File: src/rtl/counter_pkg.sv
// rtl/counter_pkg.sv - shared encodings and CTRL layout for counter_unit
//   Contents: CTRL width, per-channel field offsets, channel mode encoding,
//   prescaler width and CTRL field index helpers.
package counter_pkg;

  localparam int CTRL_W     = 9;   // three 3-bit channel fields
  localparam int CH_FIELD_W = 3;   // {mode[1:0], en} per channel
  localparam int EN_OFS     = 0;   // en bit offset within a field
  localparam int MODE_OFS   = 1;   // mode LSB offset within a field
  localparam int NUM_CH     = 3;
  localparam int PRESC_W    = 16;  // holds PRESCALE-1 up to 65534

  localparam logic [1:0] CH_CTRL = 2'd3;  // counter_ch value addressing CTRL

  typedef enum logic [1:0] {
    MODE_ONESHOT  = 2'b00,
    MODE_PERIODIC = 2'b01,
    MODE_SQUARE   = 2'b10,
    MODE_ONESHOT2 = 2'b11   // reserved code, behaves as one-shot
  } mode_e;

  function automatic int en_bit(input int ch);
    return CH_FIELD_W * ch + EN_OFS;
  endfunction

  function automatic int mode_lsb(input int ch);
    return CH_FIELD_W * ch + MODE_OFS;
  endfunction

endpackage

File: src/rtl/counter_channel.sv
// rtl/counter_channel.sv - one counter channel: load, count and output flag
//   clk      : system clock
//   rst      : synchronous active-high reset
//   tick_i   : shared prescaled count tick
//   we_i     : load strobe for this channel
//   wdata_i  : load value
//   en_i     : channel enable from CTRL
//   mode_i   : channel mode from CTRL
//   count_o  : current count register
//   flag_o   : registered output flag
module counter_channel
  import counter_pkg::*;
#(
  parameter int WIDTH = 32
) (
  input  logic             clk,
  input  logic             rst,
  input  logic             tick_i,
  input  logic             we_i,
  input  logic [WIDTH-1:0] wdata_i,
  input  logic             en_i,
  input  mode_e            mode_i,
  output logic [WIDTH-1:0] count_o,
  output logic             flag_o
);

  localparam logic [WIDTH-1:0] ONE = WIDTH'(1);

  logic [WIDTH-1:0] load_q, load_d;
  logic [WIDTH-1:0] count_q, count_d;
  logic             flag_q, flag_d;

  always_comb begin
    load_d  = load_q;
    count_d = count_q;
    flag_d  = flag_q;
    if (we_i) begin
      // A load wins over a same-cycle tick; square wave starts high.
      load_d  = wdata_i;
      count_d = wdata_i;
      flag_d  = (mode_i == MODE_SQUARE);
    end else if (en_i) begin
      case (mode_i)
        MODE_PERIODIC: begin
          // Pulse lasts one clk, not one tick, so clear on every enabled cycle.
          flag_d = 1'b0;
          if (tick_i) begin
            if (count_q > ONE) begin
              count_d = count_q - ONE;
            end else if (load_q != '0) begin
              count_d = load_q;
              flag_d  = 1'b1;
            end else begin
              count_d = '0;
            end
          end
        end
        MODE_SQUARE: begin
          if (tick_i) begin
            if (count_q > ONE) begin
              count_d = count_q - ONE;
            end else if (load_q != '0) begin
              count_d = load_q;
              flag_d  = ~flag_q;
            end
          end
        end
        default: begin
          // One-shot: flag latches on the 1->0 transition until the next load.
          if (tick_i && (count_q != '0)) begin
            count_d = count_q - ONE;
            if (count_q == ONE) flag_d = 1'b1;
          end
        end
      endcase
    end
  end

  always_ff @(posedge clk) begin
    if (rst) begin
      load_q  <= '0;
      count_q <= '0;
      flag_q  <= 1'b0;
    end else begin
      load_q  <= load_d;
      count_q <= count_d;
      flag_q  <= flag_d;
    end
  end

  assign count_o = count_q;
  assign flag_o  = flag_q;

endmodule

File: src/rtl/counter_unit.sv
// rtl/counter_unit.sv - three-channel timer/counter with shared prescaler
//   clk                : system clock
//   rst                : synchronous active-high reset
//   counter_we         : bus write strobe
//   counter_val        : bus write data
//   counter_ch         : 0..2 channel load register, 3 control register
//   counter_out        : combinational read data (count or CTRL)
//   counter0/1/2_out   : registered channel output flags
module counter_unit
  import counter_pkg::*;
#(
  parameter int WIDTH    = 32,
  parameter int PRESCALE = 1
) (
  input  logic             clk,
  input  logic             rst,
  input  logic             counter_we,
  input  logic [WIDTH-1:0] counter_val,
  input  logic [1:0]       counter_ch,
  output logic [WIDTH-1:0] counter_out,
  output logic             counter0_out,
  output logic             counter1_out,
  output logic             counter2_out
);

  localparam logic [PRESC_W-1:0] PRESC_LAST = PRESC_W'(PRESCALE - 1);

  logic [PRESC_W-1:0] presc_q, presc_d;
  logic [CTRL_W-1:0]  ctrl_q, ctrl_d;
  logic               tick;
  logic [WIDTH-1:0]   count_w [NUM_CH];
  logic [NUM_CH-1:0]  flag_w;

  assign tick    = (presc_q == PRESC_LAST);
  assign presc_d = tick ? '0 : presc_q + PRESC_W'(1);
  assign ctrl_d  = (counter_we && (counter_ch == CH_CTRL)) ?
                   counter_val[CTRL_W-1:0] : ctrl_q;

  always_ff @(posedge clk) begin
    if (rst) begin
      presc_q <= '0;
      ctrl_q  <= '0;
    end else begin
      presc_q <= presc_d;
      ctrl_q  <= ctrl_d;
    end
  end

  for (genvar g = 0; g < NUM_CH; g++) begin : g_ch
    counter_channel #(
      .WIDTH(WIDTH)
    ) u_channel (
      .clk    (clk),
      .rst    (rst),
      .tick_i (tick),
      .we_i   (counter_we && (counter_ch == 2'(g))),
      .wdata_i(counter_val),
      .en_i   (ctrl_q[en_bit(g)]),
      .mode_i (mode_e'(ctrl_q[mode_lsb(g) +: 2])),
      .count_o(count_w[g]),
      .flag_o (flag_w[g])
    );
  end

  always_comb begin
    counter_out = '0;
    case (counter_ch)
      2'd0:    counter_out = count_w[0];
      2'd1:    counter_out = count_w[1];
      2'd2:    counter_out = count_w[2];
      default: counter_out = WIDTH'(ctrl_q);
    endcase
  end

  assign counter0_out = flag_w[0];
  assign counter1_out = flag_w[1];
  assign counter2_out = flag_w[2];

endmodule

File: config.mk
export PLATFORM = sky130hd
export DESIGN_NAME = counter_unit
export DESIGN_NICKNAME = d
export VERILOG_FILES = /design/src/rtl/counter_pkg.sv /design/src/rtl/counter_channel.sv /design/src/rtl/counter_unit.sv
export SDC_FILE = /design/constraint.sdc
export NUM_CORES = 1
export LEC_CHECK = 0
export ABC_AREA = 1
export ABC_CLOCK_PERIOD_IN_PS = 2520
export CORE_ASPECT_RATIO = 0.7
export CORE_MARGIN = 2
export CORE_UTILIZATION = 45
export CTS_CLUSTER_SIZE = 25
export DETAILED_ROUTE_END_ITERATION = 7
export DONT_BUFFER_PORTS = 1
export GPL_TIMING_DRIVEN = 0
export SLEW_MARGIN = 30
export SYNTH_ARGS = -nofsm -noshare
export SYNTH_HDL_FRONTEND = slang
export SYNTH_SLANG_ARGS = --single-unit
File: constraint.sdc
create_clock -name clk -period 2.52 [get_ports clk]
set_input_delay 0.378 -clock clk [delete_from_list [all_inputs] [get_ports clk]]
set_output_delay 0.378 -clock clk [all_outputs]
set_load 0.01 [all_outputs]
Yosys cells after proc, flatten, opt, wreduce, memory -nomap -nowiden

Index checks and enable logic that the tools add are counted.
Widths: inputs -> output; s select.

Input bits: 37
Word-level logic and storage cells: 143
Flip-flop bits (word level): 220
Output and inout bits: 35

$lt $le $gt $ge: 3
Muxes and demuxes: 64
Equality and inequality tests: 27
Bitwise logic cells: 3
Add/sub/neg operators: 4
Reduce and logical (&&, ||, !) cells: 31

Operators with widths:

| operator              | number |
|---|---|
| $mux 32               | 27 |
| $pmux 32 s2           | 3 |
| $reduce_bool 32->1    | 6 |
| $eq 32x1->1 const B   | 3 |
| $gt 32x1->1 const B   | 3 |
| $pmux 32 s3           | 1 |
| $sub 32x1->32 const B | 3 |
| $mux 1                | 30 |
| $ne 3x2->1 const B    | 10 |
| $reduce_bool 4->1     | 6 |
| $reduce_and 6->1      | 3 |
| $add 16x1->16 const B | 1 |
| $logic_not 16->1      | 1 |
| $reduce_and 5->1      | 3 |
| $ne 4x3->1 const B    | 3 |
| $eq 2x2->1 const B    | 5 |
| $eq 2x1->1 const B    | 4 |
| $logic_and 1x1->1     | 7 |
| $ne 3x1->1 const B    | 2 |
| $pmux 1 s2            | 3 |
| $reduce_bool 2->1     | 3 |
| $not 1->1             | 3 |
| $logic_not 2->1       | 1 |
| $reduce_or 2->1       | 1 |

Depth between registers and ports, before layout

Depth after elaboration: 7
Gate-level depth with buffers: 15
Gate-level depth less buffers: 14

Modules after synthesis

Synthesis repeated with hierarchy kept, for this count alone.

Cell total of the unflattened synthesis: 2,577
Area, all modules: 14,973.1 sq um

Modules (own cells, without submodules):

| module                                  | cells each | times used | area each (sq um) |
|---|---|---|---|
| counter_channel (g_ch[1].u_channel ...) | 750        | 2          | 4,400.5 |
| counter_channel (g_ch[0].u_channel)     | 748        | 1          | 4,297.9 |
| counter_unit                            | 329        | 1          | 1,874.3 |

Worst setup path before layout

No wires, ideal clock.

Kind: register to register
Start: reg g_ch[1].u_channel.count_q[0]
End: reg g_ch[1].u_channel.count_q[10]
Path buffers: 1
Setup slack: 403 ps
Cell stages (with the launch flop): 14
Required time: 2,407 ps
Arrival time: 2,004 ps
Path through: dfxtp_1 inv_1 ha_1 nand2_1 nor2_1 nand2_1 nand2_1 nand2_1 nor2_1 nor2_2 nand2_4 buf_6 nor2_1 nor2_1

Longest elaborated chain between the ends: 6
Elaborated cells between the ends (all ways): 15
Classes of those cells: add/sub: 1; order compare: 1; eq/ne: 1; mux: 8; reduce/logical: 4

Ends and longest elaborated chain:

| item                                         | line                                         | source |
|---|---|---|
| start, declared                              | counter_channel.sv:30                        | `logic [WIDTH-1:0] count_q, count_d;` |
| start signal, assigned                       | counter_channel.sv:86                        | `count_q <= count_d;` |
| $sub 32x1->32 or $gt 32x1->1 (tied branches) | n/a                                          |  |
| $mux 32 (on tied branches)                   | counter_channel.sv:60, counter_channel.sv:48 |  |
| $mux 32 (on tied branches)                   | counter_channel.sv:59, counter_channel.sv:47 |  |
| $pmux 32 s2                                  | counter_channel.sv:43                        | `case (mode_i)` |
| $mux 32                                      | counter_channel.sv:42                        | `end else if (en_i) begin` |
| $mux 32                                      | counter_channel.sv:37                        | `if (we_i) begin` |

Several ways; a longest one is shown, not always the timed one. The select of a mux whose other input is x is not followed.
A chain may end at the register's enable or synchronous reset.

Final worst setup path

Start: reg g_ch[1].u_channel.count_q[5]
End: reg g_ch[1].u_channel.count_q[27]

The elaborated chain is that of the path after synthesis.

==> results.txt <==
----------------------------------------------------
[Worst setup path]
  Most repeated library cell on the critical path ... nor2_1
  CP endpoint kind ... register
  Largest driver fanout on the critical path ... 6
  CP max-delay cell ... nor2_2
  CP required ... 2.96 ns
  Cell-by-cell trace of the critical path ... nor2_1, nand2_1, nor2_2, nand3_1, nor2_1, nor2_1, nor2_1, nor2_1, nor2_1, nor2_1
  Worst setup SP type ... register
  Largest stage delay on the critical path ... around 0.40 ns
  Data arrival time of the critical path ... roughly 2.9 ns
  Worst Setup Path Type ... reg2reg

[Floorplanning]
  Die outline height ... around 150 um
  I/O Pins ... 72
  Placement row count ... 54
  Core area ... 31200 um2
  Overall die width ... around 220 um
  Die Area ... roughly 33000 um2
  Initial cell density of the core ... between 40% and 50%

[Pwr]
  Total power divided by cell area ... ~690 nW/um2
  Sequential Power Share ... a little over a third
  Reported leakage power ... approximately 0.0077 uW
  Internal power summed over all cells ... between 6000 and 7000 uW
  Clock share of power ... approximately 35%
  Psw ... 4200 uW
  Share of total power in combinational logic ... between 30% and 40%
  Power consumption ... around 11000 uW
  Switching power share of the total ... 37.6%
  Peak ir drop on the vdd network ... 499 uV

[GRT]
  Pin count of the biggest net entering global routing ... 18
  Met1 Use GR ... between 50% and 60%
  Via count of the first global-routing pass ... roughly 15000
  Number of antenna violations at the first check in global routing ... 7
  Peak-usage layer in the global routing report ... met1
  Global-route wire length before repair ... around 94000 um
  Remaining global-route overflow ... 0
  Global Route met2 Usage ... a little over half
  Total global routing track utilization ... 38.2%
  GR Layer Usage met3 ... roughly 8%

[Clocking]
  CTS Sinks ... 220
  Clock tree from TritonCTS ... built
  CTS H-Tree Depth ... 1
  Maximum clock path buffer count ... 3
  Total CTS buffers ... 26
  Worst skew pair latency ... between 0.5 and 0.6 ns
  Library cell used as clock root buffer ... clkbuf_16
  Register clock-pin slew on the reported worst setup and hold paths ... 0.07 ns

[STA]
  RSZ-0062 raised after global routing ... no
  Hold Worst Slack ... 0.0131 ns
  Period Utilization, post-route ... 97.3%
  Hold Vio Cnt, Final ... 0
  Highest achievable clock rate ... around 0.41 GHz
  Layout Skew ... 0.0184 ns
  Worst-Margin Slew ... just over 0.9 ns
  Setup violation total in the final timing report ... 0
  Pins Over Slew Limit ... 0
  Slew headroom ... just under 40%
  Time the final worst path needs with I/O delays and setup ... roughly 2.5 ns

[Logic synthesis]
  Summed instance area of the synthesized netlist ... 14300 um2
  Yosys warnings ... 0
  Unique cell type count in the Yosys netlist ... 37
  Number of synthesized flops with an enable pin ... 0
  Net Count, Synth ... about 2500
  Post-Synthesis Mean Instance Area ... around 5.8 um2
  Post-Synthesis Cells ... approximately 2500
  Register bit total from synthesis ... 220
  Dominant register cell in the synthesized netlist ... dfxtp_1
  Async set or reset register ratio after synthesis ... 0%
  Share of the yosys chip area belonging to registers ... a little under a third

[Routing]
  Wirelength per Cell ... 21.7 um
  Total wire length after detailed routing ... between 60000 and 70000 um
  TritonRoute pass-1 iters ... 6
  Via count of the routed design ... between 15000 and 20000
  Via density per instance ... 5.58
  Number of antenna-violating nets in the routed design ... 0
  Number of design rule violations left after detail routing ... 0
  Drt first-iter violations ... between 2000 and 2500

[Cells and area]
  Final #Nets ... 2608
  Synthesis-to-layout area growth ... 13.6%
  Proportion of layout cells with a drive suffix above 1 ... under 10%
  Final cell area excluding filler cells ... 16300 um2
  Fill count ... 3404

[Hold path]
  Type of the tightest min-delay check ... in2reg

[Place]
  Dpl hpwl ... around 50000 um
  Total of buffers placed on input and output ports ... 0
  Routability-driven placement congestion ratio ... 1.09
  Area after detailed placement ... ~15000 um2

[Status]
  Outcome ... completed

[Job]
  Max_cap viols ... 0

----------------------------------------------------
[cell usage in the layout (no fill, tap or decap), types with 13 or more instances in the layout]
cell           count
ha_1              17
clkbuf_16         27
nor2_1           521
dlygate4sd3_1     32
dfxtp_1          219
buf_4             16
a21oi_1          132
o21ai_0           76
nor2_2            15
nand3_1          132
nand4_1           57
inv_1            218
clkbuf_1          51
o221ai_1          23
nand2_1          827
xor2_1            49
nand2_2           13
buf_1             13
[logic make-up (layout without fill, tap and decap cells)]
| group | after synthesis | in the layout | share of synthesized area, % |
|---|---|---|---|
| AND/OR/NAND/NOR | 1608 | 1608 | 45.2 |
| XOR/XNOR | 53 | 53 | 3.24 |
| other | 0 | 5 | 0 |
| adder cells (fa/ha/maj) | 17 | 17 | 1.49 |
| buffers and inverters | 334 | 414 | 9.42 |
| AO/OA/AOI/OAI | 255 | 255 | 9.92 |
| flip-flops | 220 | 220 | 30.8 |
[repair_timing]
item / in CTS / in global routing
setup endpoints to repair: 97 / 94
hold buffers: 32 / 0
setup buffers: 4 / 4
hold endpoints to repair: 54 / 0
pin swaps: 3 / 3
gates resized for setup: 45 / 39
[final timing paths]
check                                                               start                                          to  slack [ns]  cells after the start
worst max-delay path            g_ch[1].u_channel.count_o[5]$_SDFFE_PP0P_  g_ch[1].u_channel.count_o[27]$_SDFFE_PP0P_        0.07                     10
worst max register to register  g_ch[1].u_channel.count_o[5]$_SDFFE_PP0P_  g_ch[1].u_channel.count_o[27]$_SDFFE_PP0P_        0.07                     10
worst min register to register  g_ch[1].u_channel.load_q[14]$_SDFFE_PP0P_   g_ch[1].u_channel.load_q[14]$_SDFFE_PP0P_        0.47                      2
worst min-delay path                                      counter_val[15]   g_ch[1].u_channel.load_q[15]$_SDFFE_PP0P_        0.01                      2
[layer usage]
layer	vias to the layer above	part of all wire (%)	routed length [um]
li1	7948	-	-
met1	7700	45	28900
met2	935	39	25500
met3	102	13	8340
met4	2	3.4	2220
met5	-	0.020	13
[layout make-up]
cell class,instances,area (um2),area share (%)
Multi-Input combinational cell,1933,8720,53.6
Sequential cell,220,4410,27.1
Inverter,235,886,5.45
Clock buffer,34,742,4.57
Tap cell,420,526,3.23
Buffer,98,498,3.06
Timing Repair Buffer,40,380,2.34
Clock inverter,7,85.1,0.523
Antenna cell,5,12.5,0.0770
[sequential cells by signal, summed over array words and instances, names as in the netlist]
signal,count
g_ch.u_channel.load_q,96
presc_q,16
ctrl_q,9
g_ch.u_channel.count_o,96
g_ch.u_channel.flag_o,3
[power by group through the flow]
| stage | clock [uW] | combinational, uW | sequential [uW] |
|---|---|---|---|
| floorplan | 0 | 2230 | 3910 |
| global placement | 0 | 3050 | 4010 |
| detailed placement | 0 | 3060 | 4010 |
| CTS | 3870 | 3200 | 3940 |
| global route | 4000 | 3690 | 3970 |
| finish | 3860 | 3350 | 3960 |
[critical path: cells and delay by family, from the launching register on]
kind / cells / cell delay, ns
AND/OR/NAND/NOR: 10 / 1.97
flip-flops: 1 / 0.35
[cell usage after synthesis (9+ instances only)]
master / instances / area (um2)
ha_1: 17 / 213
o21ai_0: 79 / 395
clkbuf_1: 59 / 221
xor2_1: 49 / 429
nand3_1: 133 / 666
buf_1: 13 / 48.8
a21oi_1: 133 / 666
o221ai_1: 23 / 201
buf_6: 9 / 101
nor3_1: 10 / 50.1
dfxtp_1: 220 / 4400
buf_2: 16 / 80.1
nand4_1: 57 / 357
inv_1: 224 / 841
nand2_1: 841 / 3160
nor2_1: 540 / 2030
[through the flow]
stage | setup slack (ns) | util, % | cells | TNS, ns
after floorplan | 0.403 | - | 2487 | 0
after global placement | -0.729 | 47.5 | 2907 | -35.99
after detailed placement | -0.676 | 47.5 | 2907 | -35.25
after CTS | 0.0124 | 51.6 | 2983 | 0
after global routing | 0.000541 | 52.0 | 2987 | 0
final | 0.0688 | 52.1 | 2992 | 0
(Power assumes the default switching activity.)
